$ cat config.mk
export PLATFORM = sky130hd
export DESIGN_NAME = dmem_port_arbiter
export DESIGN_NICKNAME = d
export VERILOG_FILES = /design/src/rtl/dmem_port_arbiter.sv
export SDC_FILE = /design/constraint.sdc
export NUM_CORES = 1
export LEC_CHECK = 0
export CORE_AREA = 2 2 94 96
export CTS_BUF_LIST = sky130_fd_sc_hd__clkbuf_4 sky130_fd_sc_hd__clkbuf_8 sky130_fd_sc_hd__clkbuf_16
export DETAILED_ROUTE_END_ITERATION = 7
export DIE_AREA = 0 0 96 98
export PLACE_DENSITY = 0.82
export SYNTH_ARGS = -nofsm -noshare
export SYNTH_HDL_FRONTEND = slang
export SYNTH_SLANG_ARGS = --single-unit
export TNS_END_PERCENT = 1
$ cat constraint.sdc
create_clock -name clk -period 3.7 [get_ports clk]
set_input_delay 0.555 -clock clk [delete_from_list [all_inputs] [get_ports clk]]
set_output_delay 0.555 -clock clk [all_outputs]
set_load 0.05 [all_outputs]
$ cat src/rtl/dmem_port_arbiter.sv
// Data-memory port arbiter: shares one synchronous data memory between the
// pipeline MEM stage (P, fixed priority) and an auxiliary master (A).
// A starvation counter forces one A grant after MAX_WAIT consecutive denials.
// Read data returns one cycle after the grant and is tagged to its issuer.
module dmem_port_arbiter #(
  parameter int unsigned DM_ADDRESS = 9,
  parameter int unsigned DATA_W     = 32,
  parameter int unsigned MAX_WAIT   = 4
) (
  input  logic                  clk,
  input  logic                  reset,
  // pipeline MEM-stage requester
  input  logic                  p_rd,
  input  logic                  p_wr,
  input  logic [DM_ADDRESS-1:0] p_addr,
  input  logic [DATA_W-1:0]     p_wdata,
  input  logic [2:0]            p_func3,
  output logic                  p_stall,
  output logic [DATA_W-1:0]     p_rdata,
  output logic                  p_rvalid,
  // auxiliary requester
  input  logic                  a_req,
  input  logic                  a_we,
  input  logic [DM_ADDRESS-1:0] a_addr,
  input  logic [DATA_W-1:0]     a_wdata,
  input  logic [2:0]            a_func3,
  output logic                  a_gnt,
  output logic [DATA_W-1:0]     a_rdata,
  output logic                  a_rvalid,
  // data memory side
  output logic                  m_rd,
  output logic                  m_wr,
  output logic [DM_ADDRESS-1:0] m_addr,
  output logic [DATA_W-1:0]     m_wdata,
  output logic [2:0]            m_func3,
  input  logic [DATA_W-1:0]     m_rdata
);

  localparam logic [3:0] MaxWait = 4'(MAX_WAIT);

  logic [3:0] wait_cnt_q, wait_cnt_d;
  logic       rd_pend_q, rd_own_q;
  logic       p_req, force_a, grant_a, grant_p;
  logic       mem_rd;

  // Arbitration: P wins unless A has been starved for MaxWait cycles.
  always_comb begin
    p_req   = p_rd | p_wr;
    force_a = a_req & p_req & (wait_cnt_q == MaxWait);
    grant_a = a_req & (~p_req | force_a);
    grant_p = p_req & ~force_a;
  end

  // Memory request mux; a simultaneous P read+write is issued as a write.
  // Everything is forced low while reset is held so no access leaks out.
  always_comb begin
    mem_rd  = 1'b0;
    m_wr    = 1'b0;
    m_addr  = '0;
    m_wdata = '0;
    m_func3 = '0;
    if (!reset) begin
      if (grant_p) begin
        mem_rd  = p_rd & ~p_wr;
        m_wr    = p_wr;
        m_addr  = p_addr;
        m_wdata = p_wdata;
        m_func3 = p_func3;
      end else if (grant_a) begin
        mem_rd  = ~a_we;
        m_wr    = a_we;
        m_addr  = a_addr;
        m_wdata = a_wdata;
        m_func3 = a_func3;
      end
    end
    m_rd = mem_rd;
  end

  // Handshake and read-return outputs, all held at zero during reset.
  always_comb begin
    p_stall  = 1'b0;
    a_gnt    = 1'b0;
    p_rvalid = 1'b0;
    a_rvalid = 1'b0;
    p_rdata  = '0;
    a_rdata  = '0;
    if (!reset) begin
      p_stall  = p_req & ~grant_p;
      a_gnt    = grant_a;
      p_rvalid = rd_pend_q & ~rd_own_q;
      a_rvalid = rd_pend_q & rd_own_q;
      p_rdata  = m_rdata;
      a_rdata  = m_rdata;
    end
  end

  // Starvation counter: counts only while A is held and denied.
  always_comb begin
    wait_cnt_d = wait_cnt_q;
    if (grant_a) begin
      wait_cnt_d = '0;
    end else if (a_req) begin
      if (wait_cnt_q < MaxWait) begin
        wait_cnt_d = wait_cnt_q + 4'd1;
      end
    end else begin
      wait_cnt_d = '0;
    end
  end

  // Registered state: starvation count and ownership of the pending read.
  always_ff @(posedge clk) begin
    if (reset) begin
      wait_cnt_q <= '0;
      rd_pend_q  <= 1'b0;
      rd_own_q   <= 1'b0;
    end else begin
      wait_cnt_q <= wait_cnt_d;
      rd_pend_q  <= mem_rd;
      rd_own_q   <= grant_a;
    end
  end

endmodule

==> results.json <==
{
  "synth_xor_area_share_pct": 0.441,
  "htree_levels": 1,
  "outcome": "completed",
  "synth-seq-area-share_pct": 6.04,
  "ir_worst_vdd_v": 0.000137,
  "dp_hpwl_mm": 7.26,
  "ys_async_sr_fraction_pct": 0,
  "ys_warn_count": 0,
  "drive_gt1_share_pct": 26.0,
  "crit_cells": 7,
  "fin_nets": 538,
  "grt_pass1_vias": 2631,
  "portBuffers": 239,
  "hold_path.class": "reg -> reg",
  "io_pins": 240,
  "cts_tree": "done",
  "die_x_um": 96,
  "grt_max_degree": 45,
  "rsz0062_at_grt": "no",
  "ctsHoldBuffers": 0,
  "worst_pin_slew_ps": 659,
  "viasPerCell": 4.83,
  "finalSetupTns_ps": 0,
  "synth_top_family_by_area": "simple AND/OR/NAND/NOR gates",
  "clkSlewWorstSetupHoldPaths_ps": 40,
  "drc": 0,
  "finalCritPeriodShare_pct": 82.0,
  "min_path_cells": 2,
  "syn_nets": 346,
  "drt_wl_total_mm": 8.95,
  "power_density_mw_per_mm2": 198,
  "drv_slew": 0,
  "stdcell_count": 516,
  "synth_area_sq_mm": 0.00199,
  "synthCells": 218,
  "hold_ws_ps": 495,
  "fmax_mhz": 330,
  "cts_made_buffers": 3,
  "synth_enable_flop_cells": 0,
  "drt-wirelength-per-cell_um": 17.3,
  "grt_usage_pct": 17.9,
  "final_hold_viol_count": 0,
  "die-height_um": 98,
  "synthAdderAreaFrac_pct": 1.26,
  "reg2reg_slack_ps": 1970,
  "p_leak_nw": 1.67,
  "crit_slowest_cell": "clkdlybuf4s50_1",
  "path_class": "in -> out",
  "ctsResizeCount": 0,
  "synth_cell_types": 32,
  "slowest_delay_ps": 580,
  "grt_pass1_wl_mm": 13.4,
  "setup_violations": 0,
  "core.rowCount": 34,
  "cp.required_ps": 3140,
  "place.gp.congestion": 0.788,
  "cp.arrival_ps": 2480,
  "synth_compound_gate_area_share_pct": 21.6,
  "slew_headroom_pct": 56.0,
  "grt-ovfl-total": 0,
  "start_kind": "input pin",
  "finClkSkew_ps": 2.38,
  "critPathBufInv": 4,
  "synthFlopType": "dfxtp_1",
  "antenna_found_initial": 0,
  "nFillCells": 747,
  "vias": 2490,
  "cp_max_fo": 21,
  "syn_avg_cell_area_sq_um": 9.12,
  "reg2reg_depth": 6,
  "cts_num_sinks": 6,
  "drtAntennaViolNets": 0,
  "drtIter0Drc": 41,
  "synth-seq-cells": 6,
  "cp_common_cell": "buf_4",
  "end_kind": "output pin",
  "drt_first_pass_iters": 4,
  "clockBufferDepth": 2,
  "initial_core_util_pct": 23.5,
  "synth-simple-area-share_pct": 46.8,
  "design.core.area_sq_mm": 0.00847,
  "clk_latency_ps": 230,
  "path_cells": "clkdlybuf4s50_1 -> and4b_2 -> buf_4 -> buf_4 -> nor4b_2 -> a31o_1 -> buf_12",
  "cp_top_family": "buffers and inverters",
  "place_inst": 513,
  "synth.area.mux_share_pct": 0.503,
  "syn_to_final_growth_pct": 134,
  "maxCapViolCount": 0,
  "die_area_sq_mm": 0.00941,
  "period_needed_ps": 3030,
  "cts_setup_buffers": 0,
  "root_buffer": "clkbuf_8",
  "antenna_cells": 0
}
-- routing by layer --
layer  routed length (um)  part of all wire [%]  up-vias  track usage [%]
met5                    0                     0        -                0
met4                   34                  0.38        0             2.09
met3                 1020                    11        3             5.63
met2                 4810                    54      143             35.1
met1                 3090                    35     1170             18.5
li1                     -                     -     1174                -
-- area by class of cell --
class                           count  area [sq um]  share of cell area [%]
Tap cell                          108           135                    2.90
Clock buffer                        3          41.3                   0.887
Inverter                            4          15.0                   0.323
Timing Repair Buffer              247          2920                    62.8
Sequential cell                     6           120                    2.58
Multi-Input combinational cell    148          1420                    30.5
-- metrics by stage --
stage	util [%]	cell area, sq um	power (mW)	setup WS [ps]
global route	55.0	4650	0.955	578
finish	55.0	4650	0.920	667
floorplan	-	1990	0.474	892
global placement	54.5	4610	0.817	687
detailed placement	54.5	4610	0.825	651
CTS	55.0	4650	0.931	637
-- worst reg2reg max path: cells and delay by family, from the launching register on --
kind	cells	cell delay, ps
buffers and inverters	2	340
AO/OA/AOI/OAI	1	230
AND/OR/NAND/NOR	2	480
adder cells (fa/ha/maj)	1	220
flip-flops	1	360
-- power breakdown --
part | internal, mW | total (mW) | switching [mW]
Clock | 0.0701 | 0.100 | 0.0301
Combinational | 0.358 | 0.752 | 0.393
Sequential | 0.0669 | 0.0681 | 0.00118
Total | 0.495 | 0.920 | 0.425
-- kinds of logic (layout without fill, tap and decap cells) --
kind of cell               count (synthesis)  after routing
xor gates and xnor gates                   1              1
and+or+nand+nor                           93             93
DFF                                        6              6
adders and majority gates                  2              2
buffers and inverters                     64            254
AOI/OAI and AO/OA                         51             51
muxes                                      1              1
-- cell usage in the layout, fill, tap and decap left out, drive strengths merged, types with 2 or more instances in the layout --
master         instances
a21oi                  3
a221oi                 2
a31o                  43
buf                   55
clkbuf                 3
clkdlybuf4s50        192
dfxtp                  6
ha                     2
inv                    4
nand2                  2
nor2                   2
nor2b                 33
nor3                   5
nor4b                 43
o211ai                 2
-- final timing paths --
path | startpoint | end
min | wait_cnt_q[3] | wait_cnt_q[3]
min reg2reg | wait_cnt_q[3] | wait_cnt_q[3]
max | a_req | m_wdata[17]
max reg2reg | wait_cnt_q[0] | rd_pend_q
-- cell usage after synthesis, drive strengths merged, types with 2 or more instances --
cell / n / share of area (%)
a21oi: 3 / 0.75
a221oi: 2 / 0.88
a31o: 43 / 19
buf: 53 / 21
clkbuf: 7 / 1.3
dfxtp: 6 / 6.0
ha: 2 / 1.3
inv: 4 / 0.75
nand2: 2 / 0.38
nor2: 2 / 0.50
nor2b: 33 / 10
nor3: 5 / 1.3
nor4b: 43 / 31
o211ai: 2 / 0.75
-- state kept, by name (all words and copies together), names as in the netlist --
name	count
rd_own_q	1
rd_pend_q	1
wait_cnt_q	4
No activity file was read; power rests on OpenSTA's default activity.
